==> src/rtl/fpu_align_step_seq.sv <==
// Sequential exponent alignment: shifts the smaller-exponent mantissa right one bit per cycle, folding lost bits into sticky.
// Optional build macro FPU_ALIGN_CLAMP_EN: differences wider than the mantissa collapse to sticky in a single step.
module fpu_align_step_seq #(
   parameter int EW = 10,
   parameter int MW = 27
) (
   input  logic          clk,
   input  logic          rst,
   input  logic          in_valid,
   output logic          in_ready,
   input  logic [EW-1:0] a_e,
   input  logic [EW-1:0] b_e,
   input  logic [MW-1:0] a_m,
   input  logic [MW-1:0] b_m,
   output logic          out_valid,
   input  logic          out_ready,
   output logic [EW-1:0] a_e_o,
   output logic [EW-1:0] b_e_o,
   output logic [MW-1:0] a_m_o,
   output logic [MW-1:0] b_m_o,
   output logic [EW:0]   sh_cnt
);

   typedef enum logic [1:0] {S_IDLE, S_ALIGN, S_DONE} state_t;

   localparam logic [EW-1:0] ONE_E = EW'(1);
   localparam logic [EW:0]   ONE_C = (EW+1)'(1);
   localparam logic [EW:0]   MW_C  = (EW+1)'(MW);

   state_t        r_state;
   logic          r_in_ready, r_out_valid;
   logic [EW-1:0] r_a_e, r_b_e;
   logic [MW-1:0] r_a_m, r_b_m;
   logic [EW:0]   r_sh_cnt;

   logic signed [EW:0] w_diff;
   logic [EW:0]        w_abs_diff;
   logic               w_a_gt, w_equal, w_clamp;
   logic [EW-1:0]      w_small_e, w_big_e, w_next_e;
   logic [MW-1:0]      w_small_m, w_shift_m, w_next_m;
   logic [EW:0]        w_next_cnt;

   // Sign-extend by one bit so the difference of two signed exponents cannot overflow.
   assign w_diff     = $signed({r_a_e[EW-1], r_a_e}) - $signed({r_b_e[EW-1], r_b_e});
   assign w_abs_diff = w_diff[EW] ? $unsigned(-w_diff) : $unsigned(w_diff);
   assign w_a_gt     = $signed(r_a_e) > $signed(r_b_e);
   assign w_equal    = (r_a_e == r_b_e);

   assign w_small_e  = w_a_gt ? r_b_e : r_a_e;
   assign w_big_e    = w_a_gt ? r_a_e : r_b_e;
   assign w_small_m  = w_a_gt ? r_b_m : r_a_m;
   assign w_shift_m  = {1'b0, w_small_m[MW-1:2], w_small_m[1] | w_small_m[0]};

`ifdef FPU_ALIGN_CLAMP_EN
   assign w_clamp    = (w_abs_diff > MW_C);
`else
   assign w_clamp    = 1'b0;
`endif

   assign w_next_m   = w_clamp ? {{(MW-1){1'b0}}, |w_small_m} : w_shift_m;
   assign w_next_e   = w_clamp ? w_big_e : w_small_e + ONE_E;
   assign w_next_cnt = r_sh_cnt + (w_clamp ? w_abs_diff : ONE_C);

   // NOTE: all state uses non-blocking assignments so every register samples pre-edge values.
   always_ff @(posedge clk) begin
      if (rst) begin
         r_state     <= S_IDLE;
         r_in_ready  <= 1'b1;
         r_out_valid <= 1'b0;
         r_a_e       <= '0;
         r_b_e       <= '0;
         r_a_m       <= '0;
         r_b_m       <= '0;
         r_sh_cnt    <= '0;
      end else begin
         case (r_state)
            S_IDLE: begin
               if (in_valid) begin
                  r_a_e      <= a_e;
                  r_b_e      <= b_e;
                  r_a_m      <= a_m;
                  r_b_m      <= b_m;
                  r_sh_cnt   <= '0;
                  r_in_ready <= 1'b0;
                  r_state    <= S_ALIGN;
               end
            end
            S_ALIGN: begin
               if (w_equal) begin
                  r_out_valid <= 1'b1;
                  r_state     <= S_DONE;
               end else begin
                  r_sh_cnt <= w_next_cnt;
                  if (w_a_gt) begin
                     r_b_m <= w_next_m;
                     r_b_e <= w_next_e;
                  end else begin
                     r_a_m <= w_next_m;
                     r_a_e <= w_next_e;
                  end
               end
            end
            S_DONE: begin
               if (out_ready) begin
                  r_out_valid <= 1'b0;
                  r_in_ready  <= 1'b1;
                  r_state     <= S_IDLE;
               end
            end
            default: begin
               r_out_valid <= 1'b0;
               r_in_ready  <= 1'b1;
               r_state     <= S_IDLE;
            end
         endcase
      end
   end

   assign in_ready  = r_in_ready;
   assign out_valid = r_out_valid;
   assign a_e_o     = r_a_e;
   assign b_e_o     = r_b_e;
   assign a_m_o     = r_a_m;
   assign b_m_o     = r_b_m;
   assign sh_cnt    = r_sh_cnt;

endmodule
==> config.mk <==
export PLATFORM = sky130hd
export DESIGN_NAME = fpu_align_step_seq
export DESIGN_NICKNAME = d
export VERILOG_FILES = /design/src/rtl/fpu_align_step_seq.sv
export SDC_FILE = /design/constraint.sdc
export NUM_CORES = 1
export LEC_CHECK = 0
export CAP_MARGIN = 20
export CORE_MARGIN = 2
export CORE_UTILIZATION = 55
export DETAILED_ROUTE_END_ITERATION = 12
export DONT_BUFFER_PORTS = 1
export PLACE_DENSITY = 0.73
export SYNTH_ARGS = -nofsm -noshare
export SYNTH_HDL_FRONTEND = slang
export SYNTH_SLANG_ARGS = --single-unit
export TNS_END_PERCENT = 1
==> constraint.sdc <==
create_clock -name clk -period 3.4 [get_ports clk]
set_input_delay 0.17 -clock clk [delete_from_list [all_inputs] [get_ports clk]]
set_output_delay 0.17 -clock clk [all_outputs]
set_load 0.03 [all_outputs]
==> results.yml, run 1 <==
sta:
  setup_violations: 0
  fin_ws_ps: 244.3
  period_minus_slack_ps: 3156
  period_share: 0.9281
  worst_slew_pin_slew_ps: 1012
  max_clock_freq_ghz: 0.3169
  drv_slew: 0
  rsz0062_at_grt: "no"
  relSlewSlack: 0.3236
  clock_skew_ps: 9.534
  hold_viol_final: 0
  tns_ps: 0
global_route:
  grt_pass1_vias: 4357
  grt_max_degree: 82
  grt_antenna_before_repair: 1
  overflow: 0
  grt_pass1_wl_mm: 21.87
  grt_use_total: 0.3019
synth:
  synth-edff-count: 0
  yosys.area.top_type: "dfxtp_1"
  syn_avg_cell_area_um2: 7.636
  synthCells: 614
  seq_area_frac_synth: 0.3800
  synth_top_area_share: 0.3800
  synth_area_um2: 4688
  synth.ff_latch_count: 89
  synthFlopType: "dfxtp_1"
  ys_types: 54
  syn_nets: 704
  synthArstFlopShare: 0
  synth_area_leaders: "dfxtp_1 (38%), nand2_1 (11%), a21oi_1 (8.8%)"
  yosys_warnings: 0
clock_tree:
  cts_max_path_buffers: 2
  path_clk_slew_ps: 90
  numCtsBuffers: 9
  cts.sinks: 89
  ctsHtreeMaxLevel: 3
  cts_tree: "done"
  clockRootBuffer: "clkbuf_8"
  clk_latency_ps: 360
finish:
  drive_gt1_frac: 0.1256
  area_growth_pct: 12.81
  final_common_cell: "nand2_1"
  fin_util: 0.6405
  nNetsFinal: 714
  final_cells: 736
  final_cell_mix: "nand2_1 (137), a21oi_1 (81), dfxtp_1 (80)"
  fillCellCount: 775
setup_path:
  cp_max_fo: 25
  path_delay_family: "simple AND/OR/NAND/NOR gates"
  cp_num_buf_inv: 3
  critPathRequiredTime_ps: 3690
  slowest_delay_ps: 360
  cp-start-kind: "register"
  crit_chain: "inv_1 -> ha_4 -> nand4_4 -> a211o_1 -> and3_4 -> a21oi_4 -> buf_4 -> nand2_1 -> nand2_1 -> buf_4 -> a21oi_1 -> o2bb2ai_1"
  arrival_ps: 3440
  path_class: "register to register"
  worstSetupEndpointType: "register"
  cp_slowest_cell: "a211o_1"
floorplan:
  rows: 33
  die_w_um: 96.33
  boundaryPins: 165
  dieArea_um2: 9279
  start_util: 0.5677
  core_area_um2: 8258
  fp.dieH_um: 96.33
power:
  p_total_w: 0.006048
  ir_drop_mv: 0.4691
  power_density_nw_per_um2: 1143
  power_leakage_nw: 1.903
routing:
  num_vias: 4600
  post_drt_via_cell_ratio: 6.250
  wl_mm: 14.05
  drt-wirelength-per-cell_um: 19.09
  ant_nets: 0
  dr.pass1.iters: 5
  drt-initial-drc-count: 241
  drcViolationCount: 0
placement:
  portBuffers: 0
  dp_cells: 707
  dpl_worst_slack_ps: 89.84
  dp_hpwl_mm: 9.732
  gp_congestion: 1.010
job:
  maxCapViolations: 0
worst_hold_path:
  hold_path_class: "input port to register"
run_status:
  status: "completed"
## through the flow
stage	hold WS, ps	area [µm²]
finish	18.47	5289
global route	18.44	5286
CTS	11.48	5265
detailed placement	240.6	4936
global placement	238.2	4936
floorplan	332.6	4702
## worst reg2reg max path: cells and delay by family, from the launching register on
family / cells / cell delay, ps
adder cells (fa/ha/maj): 1 / 350
AND/OR/NAND/NOR: 4 / 850
buffers and inverters: 3 / 800
AO/OA/AOI/OAI: 4 / 780
flip-flops: 1 / 330
## final timing paths
| check | startpoint | end | slack [ps] | depth (start not counted) |
|---|---|---|---|---|
| worst min-delay path | b_e[9] | b_e_o[9]$_SDFFE_PP0P_ | 20 | 2 |
| worst max-delay path | b_e_o[9]$_SDFFE_PP0P_ | a_e_o[4]$_SDFFE_PP0P_ | 240 | 12 |
| worst min register to register | b_e_o[3]$_SDFFE_PP0P_ | b_e_o[3]$_SDFFE_PP0P_ | 510 | 2 |
| worst max register to register | b_e_o[9]$_SDFFE_PP0P_ | a_e_o[4]$_SDFFE_PP0P_ | 240 | 12 |
## sequential cells by signal (all words and copies together), names as in the netlist
signal / count
out_valid: 1
in_ready: 1
a_e_o: 10
r_state: 2
b_e_o: 10
b_m_o: 27
a_m_o: 27
sh_cnt: 11
## where the power goes
| part | internal (W) | switching, W | leakage [nW] | total, W |
|---|---|---|---|---|
| Clock | 0.000352 | 0.000415 | 0.101 | 0.000767 |
| Sequential | 0.00135 | 0.000636 | 0.735 | 0.00198 |
| Combinational | 0.00111 | 0.00219 | 1.07 | 0.00330 |
| Total | 0.00281 | 0.00324 | 1.90 | 0.00605 |
## cell type report
| class | instances | area, µm² | share of cell area |
|---|---|---|---|
| timing repair buffer | 45 | 395.4 | 0.07476 |
| tap | 105 | 131.4 | 0.02484 |
| clock inverter | 6 | 73.82 | 0.01396 |
| sequential | 89 | 1793 | 0.3390 |
| antenna | 2 | 5.005 | 0.0009463 |
| clock buffer | 10 | 127.6 | 0.02413 |
| multi-input combinational | 466 | 2714 | 0.5131 |
| inverter | 13 | 48.80 | 0.009226 |
## cells in the mapped netlist, types with 7 or more instances
cell type and instances:
nand2_1 137, nand3_1 33, nand4_1 10, inv_1 13, nor3_1 10, clkbuf_1 30, o21ai_0 7, dfxtp_1 89
ha_1 12, buf_2 11, nor2_1 32, a21oi_1 82, o211ai_1 51, xor2_1 9
## cells by family (layout without fill, tap and decap cells)
family,count (synthesis),in the layout,share of synthesized area
flops,89,89,0.3800
xor+xnor,13,13,0.02429
other cells,0,2,0
mux,7,7,0.01521
simple gates,252,252,0.2423
buf+inv,59,74,0.05338
compound gates,182,182,0.2527
fa+ha+maj,12,12,0.03202
## repair_timing
| action | in CTS | in global routing |
|---|---|---|
| hold endpoints to repair | 80 | 0 |
| hold buffers | 11 | 0 |
| setup buffers | 0 | 0 |
| endpoints found under the setup margin | 0 | 62 |
| gates resized for setup | 0 | 5 |
## metal layers
layer	vias to the layer above	part of all wire	global-route usage
li1	2238	-	-
met1	2165	0.42	0.3819
met2	179	0.48	0.5000
met3	18	0.090	0.08379
met4	0	0.014	0.09155
met5	-	0	0
Power figures use the tool's default switching activity.
==> inputs of run 2 (changes only) <==
--- a/config.mk
+++ b/config.mk
@@ -10,7 +10,7 @@
 export CORE_UTILIZATION = 55
 export DETAILED_ROUTE_END_ITERATION = 12
 export DONT_BUFFER_PORTS = 1
-export PLACE_DENSITY = 0.73
+export PLACE_DENSITY = 0.8
 export SYNTH_ARGS = -nofsm -noshare
 export SYNTH_HDL_FRONTEND = slang
 export SYNTH_SLANG_ARGS = --single-unit
==> results.yml, run 2 (synthesized netlist as in run 1, its figures left out) <==
power:
  power_leakage_nw: 1.927
  ir_drop_mv: 0.5272
  power_density_nw_per_um2: 1143
sta:
  setup_violations: 0
  hold_viol_final: 0
  max_clock_freq_ghz: 0.3034
  relSlewSlack: 0.3381
  rsz0062_at_grt: "yes"
  drv_slew: 0
  period_minus_slack_ps: 3296
  worst_slew_pin_slew_ps: 991.7
  period_share: 0.9695
  clock_skew_ps: 11.54
  fin_ws_ps: 103.7
clock_tree:
  numCtsBuffers: 9
  cts_tree: "done"
  cts_max_path_buffers: 2
  clk_latency_ps: 360
  ctsHtreeMaxLevel: 3
  path_clk_slew_ps: 90
  cts.sinks: 89
  clockRootBuffer: "clkbuf_8"
global_route:
  grt_antenna_before_repair: 0
  grt_use_total: 0.3039
  overflow: 0
  grt_pass1_wl_mm: 21.94
  grt_pass1_vias: 4494
  grt_max_degree: 82
run_status:
  status: "completed"
routing:
  num_vias: 4703
  drcViolationCount: 0
  post_drt_via_cell_ratio: 6.355
  drt-wirelength-per-cell_um: 19.29
  wl_mm: 14.27
  drt-initial-drc-count: 362
  ant_nets: 0
  dr.pass1.iters: 7
finish:
  drive_gt1_frac: 0.1323
  fillCellCount: 733
  final_cell_mix: "nand2_1 (137), a21oi_1 (81), dfxtp_1 (80)"
  fin_util: 0.6453
  nNetsFinal: 720
  final_cells: 740
  antenna_cells: 0
  final_common_cell: "nand2_1"
  area_growth_pct: 13.66
placement:
  portBuffers: 0
  dpl_worst_slack_ps: 123.6
  gp_congestion: 1.014
  dp_cells: 709
  dp_hpwl_mm: 9.716
job:
  maxCapViolations: 0
setup_path:
  cp_num_buf_inv: 2
  critPathRequiredTime_ps: 3670
  slowest_delay_ps: 440
  arrival_ps: 3560
  cp_max_fo: 37
  r2r-start: "b_e_o[5]$_SDFFE_PP0P_"
  reg2reg_to: "b_e_o[7]$_SDFFE_PP0P_"
  r2r_cells: 10
  path_class: "register to register"
  reg2reg_setup_slack_ps: 100
  crit_chain: "inv_1 -> ha_1 -> nand4_1 -> a211o_1 -> and3_4 -> a21oi_4 -> buf_4 -> mux2_2 -> or4_4 -> a311oi_2"
  path_delay_family: "simple AND/OR/NAND/NOR gates"
  cp-start-kind: "register"
  cp_slowest_cell: "buf_4"
  worstSetupEndpointType: "register"
worst_hold_path:
  hold_path_class: "input port to register"
  whs_endpoint: "a_e_o[7]$_SDFFE_PP0P_"
  hp-start: "a_e[7]"
  whs_path_depth: 3
floorplan:
  start_util: 0.5677
  die_w_um: 96.33
  fp.dieH_um: 96.33
  dieArea_um2: 9279
  boundaryPins: 165
  core_area_um2: 8258
  rows: 33
-- run 2: how the worst max path moves through the flow --
stage | slack, ps | from | endpoint | cells past startpoint
after floorplan | 50 | b_e_o[9]$_SDFFE_PP0P_ | a_e_o[6]$_SDFFE_PP0P_ | 18
after global placement | 190 | b_e_o[5]$_SDFFE_PP0P_ | a_e_o[6]$_SDFFE_PP0P_ | 15
after detailed placement | 120 | b_e_o[5]$_SDFFE_PP0P_ | b_e_o[6]$_SDFFE_PP0P_ | 15
after CTS | 80 | b_e_o[5]$_SDFFE_PP0P_ | a_e_o[6]$_SDFFE_PP0P_ | 15
after global routing | -70 | b_e_o[9]$_SDFFE_PP0P_ | b_e_o[6]$_SDFFE_PP0P_ | 16
final | 100 | b_e_o[5]$_SDFFE_PP0P_ | b_e_o[7]$_SDFFE_PP0P_ | 10
-- run 2: final cells by class --
| type | instances | area [µm²] | area share |
|---|---|---|---|
| multi-input cells | 467 | 2711 | 0.5088 |
| repair buffers | 50 | 439.2 | 0.08241 |
| well taps | 105 | 131.4 | 0.02465 |
| inverters | 13 | 48.80 | 0.009157 |
| clock inverters | 5 | 63.81 | 0.01197 |
| flip-flops and latches | 89 | 1793 | 0.3365 |
| clock buffers | 11 | 141.4 | 0.02653 |
-- run 2: what timing repair did --
item,4_1_cts,5_1_grt
buffers inserted,0,2
endpoints found under the hold margin,80,0
hold buffers,12,0
endpoints found under the setup margin,0,16
resized for setup,0,5
-- run 2: worst min-delay path, stage by stage --
cell and delay, ps:
nand2_1 30, nand2_1 60, o21a_1 90
-- run 2: where the power goes --
| group | switching [W] | internal (W) |
|---|---|---|
| sequential | 0.000636 | 0.00135 |
| clock | 0.000400 | 0.000366 |
| combinational | 0.00222 | 0.00112 |
| total | 0.00326 | 0.00283 |
-- run 2: through the flow --
step,setup TNS [ps],total power (W),cell area [µm²],hold WS [ps]
floorplan,0,0.004280,4702,332.6
global placement,0,0.005115,4951,238.9
detailed placement,0,0.005206,4951,244.1
CTS,0,0.006001,5294,8.530
global route,-155.2,0.006489,5329,25.40
finish,0,0.006092,5329,17.84
-- run 2: per-layer routing --
| layer | vias up | wire length (µm) | GRT usage |
|---|---|---|---|
| met3 | 44 | 1539 | 0.08536 |
| met1 | 2181 | 5480 | 0.3594 |
| li1 | 2238 | - | - |
| met4 | 0 | 493 | 0.1420 |
| met5 | - | 0 | 0 |
| met2 | 240 | 6758 | 0.5087 |
